--- src/rtl/interpol_3_frac_search_if.sv ---
// ----------------------------------------------------------------------------
// interpol_3_frac_search_if
//
// Call/return channel between the fractional-lag search sequencer and the
// shared Interpol_3 unit.
//
//   interp_start   master -> slave  one-cycle start pulse for one interpolation
//   interp_x       master -> slave  address of x[0] in scratch memory
//   interp_frac    master -> slave  signed fraction, stable from pulse to done
//   interp_done    slave  -> master done indication (pulse or held level)
//   interp_result  slave  -> master signed Q15 result, valid while done is high
//
// Modports:
//   master  the search sequencer (drives start/x/frac)
//   slave   the Interpol_3 unit (drives done/result)
// ----------------------------------------------------------------------------
interface interpol_3_frac_search_if #(
    parameter int unsigned ADDR_W = 12,
    parameter int unsigned DATA_W = 16
);

    logic              interp_start;
    logic [ADDR_W-1:0] interp_x;
    logic [DATA_W-1:0] interp_frac;
    logic              interp_done;
    logic [DATA_W-1:0] interp_result;

    modport master (
        output interp_start,
        output interp_x,
        output interp_frac,
        input  interp_done,
        input  interp_result
    );

    modport slave (
        input  interp_start,
        input  interp_x,
        input  interp_frac,
        output interp_done,
        output interp_result
    );

endinterface

--- src/rtl/interpol_3_frac_search.sv ---
// ----------------------------------------------------------------------------
// interpol_3_frac_search
//
// Walks a signed, inclusive range of fractional lags [frac_min, frac_max] at a
// fixed integer lag address, issuing one call to a shared Interpol_3 unit per
// fraction and keeping the largest signed result. Ties keep the lowest
// fraction. An empty range (frac_min > frac_max) finishes without any call and
// flags err, reporting best_frac = frac_min and best_val = most negative value.
//
// Ports:
//   clk            system clock, rising edge
//   reset          asynchronous reset, active low
//   start          one-cycle request, only sampled while idle
//   x_addr         x[0] address, latched on start and forwarded to Interpol_3
//   frac_min       signed first fraction, latched on start
//   frac_max       signed last fraction (inclusive), latched on start
//   busy           high from the cycle after an accepted start until done
//   done           one-cycle completion pulse (busy is already low)
//   err            with done: empty range, no Interpol_3 calls were made
//   best_frac      fraction with the maximum result (held after done)
//   best_val       maximum signed result (held after done)
//   interp         master side of the Interpol_3 call channel
// ----------------------------------------------------------------------------
module interpol_3_frac_search #(
    parameter int unsigned ADDR_W = 12,
    parameter int unsigned DATA_W = 16
) (
    input  logic                            clk,
    input  logic                            reset,
    input  logic                            start,
    input  logic [ADDR_W-1:0]               x_addr,
    input  logic [DATA_W-1:0]               frac_min,
    input  logic [DATA_W-1:0]               frac_max,
    output logic                            busy,
    output logic                            done,
    output logic                            err,
    output logic [DATA_W-1:0]               best_frac,
    output logic [DATA_W-1:0]               best_val,
    interpol_3_frac_search_if.master        interp
);

    // Most negative DATA_W value, reported as best_val for an empty range.
    localparam logic [DATA_W-1:0] MinVal = {1'b1, {(DATA_W-1){1'b0}}};
    localparam logic [DATA_W-1:0] One    = {{(DATA_W-1){1'b0}}, 1'b1};

    typedef enum logic [2:0] {
        StIdle,
        StCheck,
        StIssue,
        StWait,
        StCmp,
        StFin
    } state_e;

    state_e            state_q, state_d;

    logic [ADDR_W-1:0] x_q, x_d;             // x address for the whole search
    logic [DATA_W-1:0] fmax_q, fmax_d;       // last fraction (inclusive)
    logic [DATA_W-1:0] cur_q, cur_d;         // fraction currently being evaluated
    logic [DATA_W-1:0] res_q, res_d;         // accepted Interpol_3 result
    logic [DATA_W-1:0] best_frac_q, best_frac_d;
    logic [DATA_W-1:0] best_val_q, best_val_d;
    logic [DATA_W-1:0] ifrac_q, ifrac_d;     // fraction presented to Interpol_3
    logic              istart_q, istart_d;
    logic              first_q, first_d;     // no result compared yet
    logic              seen_low_q, seen_low_d;
    logic              done_q, done_d;
    logic              err_q, err_d;

    // ------------------------------------------------------------------------
    // State and datapath registers
    // ------------------------------------------------------------------------
    always_ff @(posedge clk or negedge reset) begin
        if (!reset) begin
            state_q     <= StIdle;
            x_q         <= '0;
            fmax_q      <= '0;
            cur_q       <= '0;
            res_q       <= '0;
            best_frac_q <= '0;
            best_val_q  <= '0;
            ifrac_q     <= '0;
            istart_q    <= 1'b0;
            first_q     <= 1'b0;
            seen_low_q  <= 1'b0;
            done_q      <= 1'b0;
            err_q       <= 1'b0;
        end else begin
            state_q     <= state_d;
            x_q         <= x_d;
            fmax_q      <= fmax_d;
            cur_q       <= cur_d;
            res_q       <= res_d;
            best_frac_q <= best_frac_d;
            best_val_q  <= best_val_d;
            ifrac_q     <= ifrac_d;
            istart_q    <= istart_d;
            first_q     <= first_d;
            seen_low_q  <= seen_low_d;
            done_q      <= done_d;
            err_q       <= err_d;
        end
    end

    // ------------------------------------------------------------------------
    // Next-state logic
    // ------------------------------------------------------------------------
    always_comb begin
        state_d     = state_q;
        x_d         = x_q;
        fmax_d      = fmax_q;
        cur_d       = cur_q;
        res_d       = res_q;
        best_frac_d = best_frac_q;
        best_val_d  = best_val_q;
        ifrac_d     = ifrac_q;
        istart_d    = 1'b0;
        first_d     = first_q;
        seen_low_d  = seen_low_q;
        done_d      = 1'b0;
        err_d       = err_q;

        case (state_q)
            StIdle: begin
                if (start) begin
                    x_d     = x_addr;
                    fmax_d  = frac_max;
                    cur_d   = frac_min;
                    first_d = 1'b1;
                    err_d   = 1'b0;
                    state_d = StCheck;
                end
            end

            StCheck: begin
                // cur still holds frac_min here.
                if ($signed(cur_q) > $signed(fmax_q)) begin
                    err_d       = 1'b1;
                    best_frac_d = cur_q;
                    best_val_d  = MinVal;
                    state_d     = StFin;
                end else begin
                    state_d = StIssue;
                end
            end

            StIssue: begin
                // Start and fraction are registered, so both appear together
                // in the first WAIT cycle.
                istart_d   = 1'b1;
                ifrac_d    = cur_q;
                seen_low_d = 1'b0;
                state_d    = StWait;
            end

            StWait: begin
                // A done level left high by the previous call must drop once
                // before a new done is believed.
                if (interp.interp_done && seen_low_q) begin
                    res_d   = interp.interp_result;
                    state_d = StCmp;
                end else if (!interp.interp_done) begin
                    seen_low_d = 1'b1;
                end
            end

            StCmp: begin
                // Strict compare: equal results keep the earlier fraction.
                if (first_q || ($signed(res_q) > $signed(best_val_q))) begin
                    best_val_d  = res_q;
                    best_frac_d = cur_q;
                end
                first_d = 1'b0;
                // Stop on equality so frac_max = max positive never wraps cur.
                if (cur_q == fmax_q) begin
                    state_d = StFin;
                end else begin
                    cur_d   = cur_q + One;
                    state_d = StIssue;
                end
            end

            StFin: begin
                done_d  = 1'b1;
                state_d = StIdle;
            end

            default: begin
                state_d = StIdle;
            end
        endcase
    end

    // ------------------------------------------------------------------------
    // Outputs
    // ------------------------------------------------------------------------
    // done_q rises as the FSM returns to idle, so busy is already low with it.
    assign busy      = (state_q != StIdle);
    assign done      = done_q;
    assign err       = err_q;
    assign best_frac = best_frac_q;
    assign best_val  = best_val_q;

    assign interp.interp_start = istart_q;
    assign interp.interp_x     = x_q;
    assign interp.interp_frac  = ifrac_q;

endmodule
--- src/flat_wrapper.sv ---
// flat-port wrapper written by rule: the top's interface ports become plain ports
module interpol_3_frac_search_flat 
#(
    parameter int unsigned ADDR_W = 12,
    parameter int unsigned DATA_W = 16
)
  (clk, reset, start, x_addr, frac_min, frac_max, busy, done, err, best_frac, best_val, interp_interp_start, interp_interp_x, interp_interp_frac, interp_interp_done, interp_interp_result);
  interpol_3_frac_search_if #(.ADDR_W(ADDR_W), .DATA_W(DATA_W)) interp_i ();
  input  logic clk;
  input  logic reset;
  input  logic start;
  input  logic [ADDR_W-1:0] x_addr;
  input  logic [DATA_W-1:0] frac_min;
  input  logic [DATA_W-1:0] frac_max;
  output logic busy;
  output logic done;
  output logic err;
  output logic [DATA_W-1:0] best_frac;
  output logic [DATA_W-1:0] best_val;
  output wire logic [$bits(interp_i.interp_start)-1:0] interp_interp_start;
  output wire logic [$bits(interp_i.interp_x)-1:0] interp_interp_x;
  output wire logic [$bits(interp_i.interp_frac)-1:0] interp_interp_frac;
  input wire logic [$bits(interp_i.interp_done)-1:0] interp_interp_done;
  input wire logic [$bits(interp_i.interp_result)-1:0] interp_interp_result;
  assign interp_interp_start = interp_i.interp_start;
  assign interp_interp_x = interp_i.interp_x;
  assign interp_interp_frac = interp_i.interp_frac;
  assign interp_i.interp_done = interp_interp_done;
  assign interp_i.interp_result = interp_interp_result;
  interpol_3_frac_search #(.ADDR_W(ADDR_W), .DATA_W(DATA_W)) u_core (.clk(clk), .reset(reset), .start(start), .x_addr(x_addr), .frac_min(frac_min), .frac_max(frac_max), .busy(busy), .done(done), .err(err), .best_frac(best_frac), .best_val(best_val), .interp(interp_i));
endmodule
--- config.mk ---
export PLATFORM = sky130hd
export DESIGN_NAME = interpol_3_frac_search_flat
export DESIGN_NICKNAME = d
export VERILOG_FILES = /design/src/rtl/interpol_3_frac_search_if.sv /design/src/rtl/interpol_3_frac_search.sv /design/src/flat_wrapper.sv
export SDC_FILE = /design/constraint.sdc
export NUM_CORES = 1
export LEC_CHECK = 0
export ABC_CLOCK_PERIOD_IN_PS = 2800
export CAP_MARGIN = 25
export CORE_MARGIN = 5
export CORE_UTILIZATION = 25
export CTS_CLUSTER_DIAMETER = 60
export CTS_CLUSTER_SIZE = 40
export DETAILED_ROUTE_END_ITERATION = 8
export GPL_TIMING_DRIVEN = 0
export PLACE_DENSITY = 0.43
export SETUP_SLACK_MARGIN = 0.02
export SKIP_CTS_REPAIR_TIMING = 1
export SYNTH_ARGS = -nofsm -noshare
export SYNTH_HDL_FRONTEND = slang
export SYNTH_SLANG_ARGS = --single-unit
--- constraint.sdc ---
create_clock -name clk -period 2.8 [get_ports clk]
set_input_delay 0.7 -clock clk [delete_from_list [all_inputs] [get_ports clk]]
set_output_delay 0.7 -clock clk [all_outputs]
set_load 0.03 [all_outputs]
==> results of run 1 <==
## worst register-to-register path, delay by kind of cell, from the launching register on
| kind | cells | cell delay [ns] |
|---|---|---|
| AO/OA/AOI/OAI | 2 | 0.33 |
| adder cells (fa/ha/maj) | 1 | 0.33 |
| buffers and inverters | 2 | 0.30 |
| flip-flops | 1 | 0.47 |
| multiplexers | 1 | 0.31 |
| AND/OR/NAND/NOR | 4 | 0.75 |
## cell usage in the layout, fill, tap and decap left out, types with 15 or more instances in the layout
| master | Yosys | routed |
|---|---|---|
| clkbuf_16 | 0 | 17 |
| nand2_1 | 40 | 38 |
| nor2_1 | 24 | 24 |
| clkdlybuf4s50_1 | 0 | 125 |
| o21ai_0 | 37 | 37 |
| mux2_2 | 47 | 47 |
| dfrtp_1 | 116 | 107 |
| a21oi_1 | 32 | 29 |
| ha_1 | 33 | 30 |
| a32o_1 | 15 | 15 |
| inv_1 | 40 | 40 |
## cell type report
type | instances | area, sq um | share of cell area
plain buffers | 23 | 140.1 | 0.01750
clock buffers | 27 | 533.0 | 0.06657
clock inverters | 3 | 65.06 | 0.008126
inverters | 40 | 150.1 | 0.01875
multi-input cells | 314 | 2484 | 0.3102
flip-flops and latches | 116 | 2914 | 0.3640
well taps | 280 | 350.3 | 0.04376
repair buffers | 137 | 1370 | 0.1711
## registers in the layout (all words and copies together) (netlist names)
| register | cells |
|---|---|
| u_core.interp.interp_frac | 16 |
| u_core.fmax_q | 16 |
| u_core.err | 1 |
| u_core.state_q | 3 |
| u_core.seen_low_q | 1 |
| u_core.res_q | 16 |
| u_core.best_val | 16 |
| u_core.cur_q | 16 |
| u_core.best_frac | 16 |
| u_core.first_q | 1 |
| u_core.done | 1 |
| u_core.interp.interp_x | 12 |
| u_core.interp.interp_start | 1 |
## path summary, 6_finish.rpt
| check | from | slack [ns] | end | depth (start not counted) |
|---|---|---|---|---|
| setup / recovery | u_core.cur_q[15]$_DFFE_PN0P_ | 0.19 | u_core.best_frac[15]$_DFFE_PN0P_ | 10 |
| hold / removal | reset | 0.24 | u_core.interp.interp_frac[10]$_DFFE_PN0P_ | 1 |
| setup reg to reg | u_core.cur_q[15]$_DFFE_PN0P_ | 0.19 | u_core.best_frac[15]$_DFFE_PN0P_ | 10 |
| hold reg to reg | u_core.interp.interp_x[4]$_DFFE_PN0P_ | 0.50 | u_core.interp.interp_x[4]$_DFFE_PN0P_ | 1 |
| max in group asynchronous | reset | 1.82 | u_core.cur_q[6]$_DFFE_PN0P_ | 2 |
| min in group clk | u_core.interp.interp_x[4]$_DFFE_PN0P_ | 0.50 | u_core.interp.interp_x[4]$_DFFE_PN0P_ | 1 |
## report_power, final
part           switching (mW)  total, mW  internal [mW]
combinational            2.38       4.57           2.19
clock                   0.728       2.19           1.47
sequential              0.588       3.01           2.42
total                    3.70       9.78           6.08
## cell families after synthesis
family / synth area share
AOI/OAI and AO/OA: 0.1270
muxes: 0.1321
adders and majority gates: 0.07378
DFF: 0.5187
and+or+nand+nor: 0.09680
buffers and inverters: 0.05164
## per-layer routing
| layer | global-route usage | share of wire | routed length, um |
|---|---|---|---|
| met5 | 0 | 0 | 0 |
| met4 | 0.03471 | 0.0088 | 144 |
| met3 | 0.04536 | 0.063 | 1026 |
| met2 | 0.2107 | 0.48 | 7864 |
| met1 | 0.1672 | 0.45 | 7263 |
## per-stage QoR
step | setup WS (ns) | TNS [ns] | power [mW] | utilization | hold WS [ns]
detailed placement | -0.03194 | -0.2457 | 7.419 | 0.3300 | 0.4941
CTS | -0.02332 | -0.2667 | 9.669 | 0.3573 | 0.2500
global placement | -3.746 | -433.90 | 7.324 | 0.3287 | 0.4923
floorplan | 0.3198 | 0 | 5.773 | - | 0.4044
global route | 0.02704 | 0 | 10.45 | 0.3646 | 0.2759
finish | 0.1915 | 0 | 9.778 | 0.3646 | 0.2446
==> run_results.csv, run 1 <==
group,metric,value,unit
flow_run,drv_cap,0,
floorplan,start_util,0.2549,
finish,drive_gt1_frac,0.2076,
yosys,netlist_area,5597,sq um
finish,area_delta_synth_final,43.06,%
drt,drc_errors,0,
critical_path,cp_num_buf_inv,2,
critical_path,cp-start-kind,"register",
floorplan,fp.dieArea,25480,sq um
placement,gp_congestion,0.7845,
clock_network,clk_path_buf_depth,2,
yosys,ys_top_cells_by_count,"dfrtp_1 (116), mux2_2 (47), inv_1 (40), nand2_1 (40), o21ai_0 (37)",
sta,max_slew_margin,0.4680,
global_routing,grt_pass1_wl,26120,um
global_routing,grt_max_degree,67,
critical_path,cp_top_family,"simple AND/OR/NAND/NOR gates",
sta,min_period,2.609,ns
placement,placed_cell_area,7247,sq um
drt,wl_per_cell,17.34,um
finish,nets,746,
clock_network,cts_tree,"yes",
sta,setup_viol,0,
critical_path,required,3.09,ns
critical_path,critPathMaxStageDelay,0.47,ns
drt,ant_nets,0,
yosys,synth.distinct_cells,49,
yosys,yosysTopAreaCellShare,0.5187,
global_routing,grt_pass1_vias,4602,
drt,initialDrtViolationCount,131,
placement,placed_cells,901,
sta,drv_slew,0,
critical_path,crit_path_end_kind,"register",
placement,hpwl,11960,um
yosys,synth_cells,493,
floorplan,io_pins,128,
drt,drt-total-wl,16300,um
floorplan,row_count,54,
critical_path,cp_slowest_cell,"dfrtp_1",
placement,numPortBuffers,127,
finish,design_area,8006,sq um
global_routing,antenna_found_initial,0,
worst_hold_path,hp-class,"input pin to asynchronous set/reset pin",
yosys,synth_edf_count,0,
yosys,async_flop_share,1.000,
critical_path,critPathArrivalTime,2.90,ns
sta,worstMarginPinSlew,0.7950,ns
yosys,synth_area_leaders,"dfrtp_1 (52%), mux2_2 (9.5%), ha_1 (7.4%), mux2_4 (3.8%), o21ai_0 (3.3%)",
outcome,status,"complete, no violations",
sta,fmax,383.4,MHz
sta,final.period_utilization,0.9316,
yosys,seq_area_frac_synth,0.5187,
finish,antenna-diode-count,0,
yosys,syn_nets,590,
sta,timing_hold_violations_final,0,
critical_path,crit_type,"register to register",
pwr,ir_drop,0.0005048,V
clock_network,clkTransAtPathRegs,0.05,ns
yosys,synth_top_area_cell,"dfrtp_1",
global_routing,grt_usage,0.1305,
clock_network,cts_sinks,116,
yosys,yosys_warnings,0,
clock_network,h-tree-depth,4,
yosys,ys.flop_type,"dfrtp_1",
critical_path,crit_fanout,10,
yosys,yosysMostFrequentCell,"dfrtp_1",
finish,layout.cells.non_filler,940,
yosys,ys_ff_latch,116,
critical_path,path_cells,"ha_4 -> nand2_2 -> nor4_1 -> a311oi_2 -> a21oi_2 -> nand4b_4 -> nor2b_4 -> buf_6 -> buf_12 -> mux2_4",
yosys,avgSynthCellArea,11.35,sq um
clock_network,clock-root-buffer,"clkbuf_16",
sta,rsz0062_at_grt,"no",
floorplan,die_h,159.6,um
drt,vias,4341,
finish,fillers,2141,
clock_network,cts_made_buffers,17,
pwr,powerDensity,1221,nW/um^2
clock_network,insertion_delay,0.41,ns
floorplan,die_w,159.6,um
global_routing,gr-total-overflow,0,
floorplan,core-area,21960,sq um
pwr,p_leak,3.423,nW
drt,dr.pass1.iters,6,
sta,skew,0.007597,ns
drt,viasPerCell,4.618,
Power figures use the tool's default switching activity.
==> run 2, diff against run 1 <==
- CORE_UTILIZATION: 25 -> 51
- PLACE_DENSITY: 0.43 -> 0.78
==> run_results.csv, run 2 (synthesis results as in run 1) <==
group,metric,value,unit
outcome,status,"complete, no violations",
global_routing,grt_usage,0.2245,
placement,gp_congestion,0.8300,
clock_network,cts_made_buffers,17,
global_routing,gr-total-overflow,0,
floorplan,die_h,114.8,um
clock_network,cts_sinks,116,
critical_path,crit_path_end_kind,"register",
sta,timing_hold_violations_final,0,
sta,min_period,2.682,ns
critical_path,critPathArrivalTime,3.08,ns
critical_path,required,3.20,ns
pwr,powerDensity,1261,nW/um^2
placement,numPortBuffers,127,
finish,area_delta_synth_final,39.64,%
drt,wl_per_cell,18.35,um
drt,initialDrtViolationCount,259,
sta,setup_viol,0,
finish,layout.cells.non_filler,798,
clock_network,clkTransAtPathRegs,0.05,ns
floorplan,die_w,114.8,um
floorplan,fp.dieArea,13170,sq um
clock_network,clock-root-buffer,"clkbuf_8",
critical_path,crit_type,"register to register",
drt,ant_nets,0,
sta,worstMarginPinSlew,0.7446,ns
sta,fmax,372.8,MHz
flow_run,drv_cap,0,
floorplan,core-area,10790,sq um
drt,vias,4512,
global_routing,grt_pass1_wl,22970,um
finish,antenna-diode-count,0,
finish,layout_commonest_cell,"clkdlybuf4s50_1",
drt,dr.pass1.iters,5,
finish,nets,743,
sta,max_slew_margin,0.5018,
finish,fillers,764,
drt,viasPerCell,5.654,
sta,skew,0.008777,ns
clock_network,clk_path_buf_depth,2,
placement,hpwl,10280,um
pwr,p_leak,3.412,nW
floorplan,row_count,38,
floorplan,io_pins,128,
global_routing,antenna_found_initial,0,
finish,final_util,0.7241,
critical_path,crit_fanout,10,
floorplan,start_util,0.5185,
global_routing,grt_pass1_vias,4576,
clock_network,cts_tree,"yes",
finish,drive_gt1_frac,0.2052,
clock_network,h-tree-depth,4,
sta,final.period_utilization,0.9580,
placement,placed_cell_area,7072,sq um
finish,layout_common_cells,"clkdlybuf4s50_1 (125), dfrtp_1 (109), mux2_2 (47)",
worst_hold_path,hp-class,"input pin to asynchronous set/reset pin",
finish,design_area,7815,sq um
drt,drt-total-wl,14640,um
pwr,ir_drop,0.0006330,V
placement,placed_cells,761,
global_routing,grt_max_degree,80,
critical_path,cp-start-kind,"register",
drt,drc_errors,0,
sta,drv_slew,0,
clock_network,insertion_delay,0.52,ns
-- run 2: cell types whose count changed in the layout (fill, tap and decap cells not counted), moves of 2 or more --
cell / previous run / this run
clkinv_2: 1 / 3
bufinv_16: 2 / 4
clkbuf_8: 7 / 5
ha_4: 3 / 1
dfrtp_1: 107 / 109
dfrtp_2: 9 / 7
buf_4: 12 / 9
clkinvlp_4: 0 / 2
-- run 2: worst max-delay path, stage by stage (launching register included) --
cell,delay (ns)
dfrtp_2,0.48
ha_1,0.36
a21oi_1,0.20
o221ai_1,0.15
o21ai_2,0.18
nand4b_1,0.23
nand4b_4,0.19
nor2b_4,0.15
buf_6,0.14
buf_12,0.16
mux2_4,0.31
-- run 2: path summary, 6_finish.rpt --
| kind | from | endpoint | slack (ns) | cells past startpoint |
|---|---|---|---|---|
| min in group clk | u_core.interp.interp_x[6]$_DFFE_PN0P_ | u_core.interp.interp_x[6]$_DFFE_PN0P_ | 0.50 | 1 |
| worst min-delay path | reset | u_core.interp.interp_frac[8]$_DFFE_PN0P_ | 0.08 | 1 |
| worst max-delay path | u_core.cur_q[7]$_DFFE_PN0P_ | u_core.best_frac[13]$_DFFE_PN0P_ | 0.12 | 10 |
| max in group asynchronous | reset | u_core.state_q[2]$_DFFE_PN0P_ | 2.00 | 2 |
| worst min register to register | u_core.interp.interp_x[6]$_DFFE_PN0P_ | u_core.interp.interp_x[6]$_DFFE_PN0P_ | 0.50 | 1 |
| worst max register to register | u_core.cur_q[7]$_DFFE_PN0P_ | u_core.best_frac[13]$_DFFE_PN0P_ | 0.12 | 10 |
-- run 2: per-layer routing --
layer,vias to the layer above,global-route usage,wire length [um]
li1,2074,-,-
met1,2222,0.2862,6004
met2,188,0.3690,7240
met3,28,0.06895,1111
met4,0,0.07199,287
met5,-,0,0
-- run 2: stage by stage --
stage          setup TNS (ns)  hold slack [ns]  setup slack (ns)  power [mW]
2_1_floorplan               0           0.4044            0.3198       5.773
3_3_place_gp          -386.13           0.4900            -3.335       7.119
3_5_place_dp                0           0.4946           0.02428       7.313
4_1_cts              -0.03587          0.08599          -0.02688       9.643
5_1_grt              -0.09752          0.09772          -0.02072       10.42
6_report                    0          0.08415            0.1177       9.855
-- run 2: report_power, final --
group | internal (mW) | switching (mW)
sequential | 2.42 | 0.597
combinational | 2.17 | 2.40
clock | 1.53 | 0.737
total | 6.12 | 3.74
-- run 2: area by class of cell --
cell class,instances,area [sq um],area share
sequential,116,2912,0.3726
buffer,23,138.9,0.01777
multi-input combinational,314,2469,0.3159
clock buffer,22,473.0,0.06052
tap,140,175.2,0.02241
timing repair buffer,134,1348,0.1724
inverter,40,150.1,0.01921
clock inverter,9,150.1,0.01921
==> run 3, diff against run 2 <==
- ABC_CLOCK_PERIOD_IN_PS: 2800 -> default
==> results of run 3 <==
No change in the layout: final DEF, timing and power equal those of run 2.
==> RTL edit 1, RTL diff (flow settings as in run 1) <==
Reset style: synchronous (`reset`), changed in one clocked block. Comments in the files are not updated.
--- a/src/rtl/interpol_3_frac_search.sv
+++ b/src/rtl/interpol_3_frac_search.sv
@@ -72,3 +72,3 @@
     // ------------------------------------------------------------------------
-    always_ff @(posedge clk or negedge reset) begin
+    always_ff @(posedge clk) begin
         if (!reset) begin
Behaviour: differs if reset is asserted again (counterexample within 4 cycles, from zero or initial values and one cycle with reset low); with reset held inactive, the same outputs for 10 cycles.
==> RTL edit 1 against run 1 <==
- final area is 0.27% higher
- routed wire length is 15% higher
- setup slack worse by 0.12 ns
- critical endpoint is now u_core.best_val[9]$_SDFFE_PN0P_
- total power is 23% lower
- largest power group unchanged
- sequential cell count stayed put
- non-clock buffer count is 13 higher
- clock skew is 0.0050 ns higher
- synthesized area is 1.6% lower
==> RTL edit 1: results (changes against run 1) <==
- Synth warn: 0 (unchanged)
- Share of cells above drive strength 1: 0.121 (-0.0861)
- Final Wtd Congestion: 0.801 (+2.1%)
- DP HPWL: 13,800 um (+15%)
- Final net count: 932 (+25%)
- Root buf cell: clkbuf_16
- Clk_lat worst skew: 0.43 ns (+0.02 ns)
- Library cells used by synthesis: 53 (+8.2%)
- DR vias: 5,185 (+19%)
- CTS clk-pin slew, worst paths: 0.06 ns
- Total grt overflow: 0 (unchanged)
- Overall fraction of global-route tracks in use: 0.149 (+0.0182)
- Clk buf depth: 2 (unchanged)
- Dpl cell area: 7120 um^2 (-1.8%)
- Initial antenna violation count: 0 (unchanged)
- Seq/Total Area, Yosys: 0.422 (-0.0970)
- Grt met1 use: 0.198 (+0.0310)
- Met2 usage: 0.243 (+0.0327)
- Top post-synthesis cells by area: dfxtp_1 (42%), nand2_1 (12%), a21oi_1 (8.3%)
- Worst-path fanout max: 10 (unchanged)
- Routed WL: 18,700 um (+15%)
- Top post-synthesis cells by count: nand2_1 (178), dfxtp_1 (116), a21oi_1 (91), inv_1 (39), nor2_1 (39)
- Diode count: 0 (unchanged)
- Ys async rst share: 0 (-1.00)
- Drt first-iter violations: 223 (+70%)
- TritonCTS Buffers: 17 (unchanged)
- H-Tree Depth: 4 (unchanged)
- Mapped Nets: 783 (+33%)
- WP data arrival: 3.04 ns (+0.14 ns)
- Clk_skew: 0.0126 ns (+0.00499 ns)
- Peak supply drop: 0.000425 V (-16%)
- Most used DFF post-synth: dfxtp_1
- Min-delay worst type: flop to flop
- # fillers: 2,351 (+9.8%)
- Slew margin rel.: 0.511 (+0.0426)
- Vias in the first global route: 4,945 (+7.5%)
- Status: complete, no violations
- Met3 Resource Use GR: 0.0342 (-0.0111)
- Largest net degree at the start of global routing: 17 (-75%)
- Count of input and output buffers: 126 (-0.79%)
- Initial DRT Pass Iterations: 5 (-1)
- First-pass GRT wire length: 28,300 um (+8.5%)
- Static Leak: 0.00299 uW (-13%)
- DP Worst Slack: -0.244 ns (-0.212 ns)
RTL edit 1: changes by cell type in the layout (fill, tap and decap cells not counted), moves of 16 or more:
cell / delta
a21oi_1: +59
dfrtp_1: -107
dfxtp_1: +105
nand2_1: +140
mux2i_1: +16
clkbuf_1: +19
o21ai_0: -23
mux2_2: -47
RTL edit 1: critical path, cell delays in order (launching register included):
cell	delay, ns
dfxtp_1	0.35
inv_1	0.09
ha_4	0.25
nand4_4	0.10
a211oi_2	0.04
or3_4	0.39
or4_4	0.50
a31oi_4	0.26
nor3_4	0.08
buf_12	0.14
buf_8	0.14
a32o_2	0.26
RTL edit 1: path summary, 6_finish.rpt:
path	slack, ns	end	cells after the start	from
worst max-delay path	0.07	u_core.best_val[9]$_SDFFE_PN0P_	11	u_core.best_val[13]$_SDFFE_PN0P_
worst min-delay path	0.45	u_core.interp.interp_x[1]$_SDFFE_PN0P_	2	u_core.interp.interp_x[1]$_SDFFE_PN0P_
worst max register to register	0.07	u_core.best_val[9]$_SDFFE_PN0P_	11	u_core.best_val[13]$_SDFFE_PN0P_
worst min register to register	0.45	u_core.interp.interp_x[1]$_SDFFE_PN0P_	2	u_core.interp.interp_x[1]$_SDFFE_PN0P_
RTL edit 1: power breakdown:
| group | leakage, uW | switching (uW) | internal, uW |
|---|---|---|---|
| clock | 0.000322 | 824 | 1650 |
| combinational | 0.00172 | 1690 | 1160 |
| sequential | 0.000948 | 329 | 1920 |
RTL edit 1: cell type report:
class                           count  area, um^2  area share
Buffer                             42         211      0.0263
Clock buffer                       20         467      0.0581
Clock inverter                     12         201      0.0251
Inverter                           40         150      0.0187
Multi-Input combinational cell    487        3000       0.374
Sequential cell                   116        2340       0.291
Tap cell                          280         350      0.0436
Timing Repair Buffer              131        1310       0.163
RTL edit 1: logic make-up (layout without fill, tap and decap cells):
family | count (synthesis) | after routing | share of synthesized area
simple gates | 278 | 278 | 0.225
compound gates | 160 | 160 | 0.185
flops | 116 | 116 | 0.422
buf+inv | 83 | 245 | 0.0647
fa+ha+maj | 33 | 33 | 0.0750
mux | 16 | 16 | 0.0291
RTL edit 1: per-stage QoR:
step                cells  power (uW)  utilization
floorplan             686        3970            -
global route         1128        8040        0.369
CTS                  1124        7450        0.358
global placement     1092        4950        0.327
finish               1128        7580        0.369
detailed placement   1092        4950        0.327
RTL edit 1: metal layers:
layer	part of all wire	wire length [um]	vias to the layer above
li1	-	-	2657
met1	0.47	8840	2395
met2	0.47	8830	120
met3	0.046	870	13
met4	0.0096	179	0
met5	0	0	-
==> RTL edit 2, RTL diff (flow settings as in run 1) <==
Without the edit above. `ADDR_W` is set to 12 in 3 places; all go to 10.
--- a/src/rtl/interpol_3_frac_search_if.sv
+++ b/src/rtl/interpol_3_frac_search_if.sv
@@ -17,3 +17,3 @@
 interface interpol_3_frac_search_if #(
-    parameter int unsigned ADDR_W = 12,
+    parameter int unsigned ADDR_W = 10,
     parameter int unsigned DATA_W = 16
--- a/src/rtl/interpol_3_frac_search.sv
+++ b/src/rtl/interpol_3_frac_search.sv
@@ -24,3 +24,3 @@
 module interpol_3_frac_search #(
-    parameter int unsigned ADDR_W = 12,
+    parameter int unsigned ADDR_W = 10,
     parameter int unsigned DATA_W = 16
--- a/src/flat_wrapper.sv
+++ b/src/flat_wrapper.sv
@@ -3,3 +3,3 @@
 #(
-    parameter int unsigned ADDR_W = 12,
+    parameter int unsigned ADDR_W = 10,
     parameter int unsigned DATA_W = 16
Interface: changed (resized interp_interp_x and x_addr); port bits go from 128 to 124. The function was not compared with the original's and may differ.
==> RTL edit 2 against run 1 <==
- sequential cell count fell by 2
- setup slack got worse by 0.062 ns
- count of clock-buffer cells in the layout fell by 1
- final area rose by 4.7%
- non-clock buffer count rose by 3
- synthesized area rose by 8.6%
- routed wire length rose by 15%
- total power rose by 14%
- critical path type unchanged
- largest cell class is now multi-input gates
==> RTL edit 2: results (changes against run 1) <==
- Static Leak: 0.00342 uW (-0.24%)
- Dpl cell area: 7740 um^2 (+6.9%)
- WP data arrival: 2.94 ns (+0.04 ns)
- Share of cells above drive strength 1: 0.179 (-0.0287)
- Via/cell ratio: 4.68 (+1.3%)
- Critical-path top delay cell: dfrtp_1
- Count of input and output buffers: 123 (-3.1%)
- Worst setup margin: 0.129 ns (-0.0624 ns)
- Num tapcells: 324 (+16%)
- Final Wtd Congestion: 0.857 (+9.3%)
- Status: complete, no violations
- Buffers outside the clock class: 163 (+1.9%)
- Clk_skew: 0.00738 ns (-0.000213 ns)
- Met3 Resource Use GR: 0.0314 (-0.0139)
- Multi-input gate share of total cell area: 0.342 (+0.0321)
- Largest net degree at the start of global routing: 82 (+22%)
- Top post-synthesis cells by count: dfrtp_1 (114), inv_1 (58), mux2_2 (44), nand2_1 (37), a21oi_1 (36)
- Reg2Reg Setup Slack: 0.13 ns (-0.06 ns)
- Synth Area in Compound Gates: 0.215 (+0.0877)
- Mux share of post-synthesis cell area: 0.0848 (-0.0473)
- Slew @ Worst Pin: 1.07 ns (+0.276 ns)
- Multi-input gate count: 356 (+13%)
- Cell count after placement: 1,014 (+13%)
- Max stage delay on crit path: 0.50 ns (+0.03 ns)
- Met3 wire len: 816 um (-20%)
- R2R Path Start: u_core.cur_q[14]$_DFFE_PN0P_
- Vias in the first global route: 5,253 (+14%)
- DR WL met2: 8640 um (+9.8%)
- Clock network area share: 0.0676 (-0.00707)
- DP HPWL: 14,000 um (+17%)
- Seq/Total Area, Yosys: 0.469 (-0.0494)
- Grt met1 use: 0.193 (+0.0258)
- # fillers: 2,480 (+16%)
- Routed WL: 18,800 um (+15%)
- Overall fraction of global-route tracks in use: 0.138 (+0.00798)
- CP Capture Point: u_core.best_frac[8]$_DFFE_PN0P_
- Layout non-clock buf frac: 0.175 (-0.0135)
- Worst Reg-to-Reg Cells: 9 (-1)
- DP Worst Slack: -0.00766 ns (+0.0243 ns)
- CLK BUF: 26 (-3.7%)
- Length of routed wiring on met1: 9080 um (+25%)
- Syn Area/Cell: 10.7 um^2 (-5.4%)
- Peak supply drop: 0.000401 V (-20%)
- Num Clock Sinks: 114 (-1.7%)
- Synth Area in Adders: 0.0679 (-0.00586)
- Top post-synthesis cells by area: dfrtp_1 (47%), mux2_2 (8.1%), ha_1 (6.8%)
- Library cells used by synthesis: 47 (-4.1%)
- Fin cells: 1,045 (+11%)
- Non-clk invs: 58 (+45%)
- First-pass GRT wire length: 30,500 um (+17%)
- Worst-path fanout max: 10 (unchanged)
- CP top delay family: compound AO/OA/AOI/OAI gates
- Mapped Nets: 661 (+12%)
- Met2 usage: 0.216 (+0.00554)
- Final net count: 805 (+7.9%)
- Top cell type's share of synthesized area: 0.469 (-0.0494)
- Initial DRT Pass Iterations: 5 (-1)
- Sequential share of cell area: 0.341 (-0.0234)
- Drt first-iter violations: 211 (+61%)
- Register area: 2850 um^2 (-2.1%)
[RTL edit 2: cell count changes after synthesis, moves of 6 or more]
cell / before / now
inv_1: 40 / 58
o311ai_2: 0 / 16
a32o_1: 15 / 0
nor2_1: 24 / 15
nand4_1: 6 / 25
o22ai_1: 2 / 8
o31ai_2: 0 / 14
clkbuf_1: 12 / 25
mux2_4: 14 / 0
o211ai_1: 0 / 31
[RTL edit 2: power breakdown]
| group | leakage (uW) | total (uW) | internal (uW) | switching, uW |
|---|---|---|---|---|
| registers | 0.00137 | 3190 | 2480 | 714 |
| clock network | 0.000278 | 2100 | 1350 | 753 |
| logic | 0.00177 | 5870 | 2530 | 3340 |
| total | 0.00342 | 11200 | 6360 | 4810 |
[RTL edit 2: metrics by stage]
| step | power [uW] | hold WS (ns) |
|---|---|---|
| after global placement | 8930 | 0.490 |
| final | 11200 | 0.178 |
| after floorplan | 6870 | 0.404 |
| after detailed placement | 9030 | 0.494 |
| after CTS | 11200 | 0.176 |
| after global routing | 12000 | 0.194 |
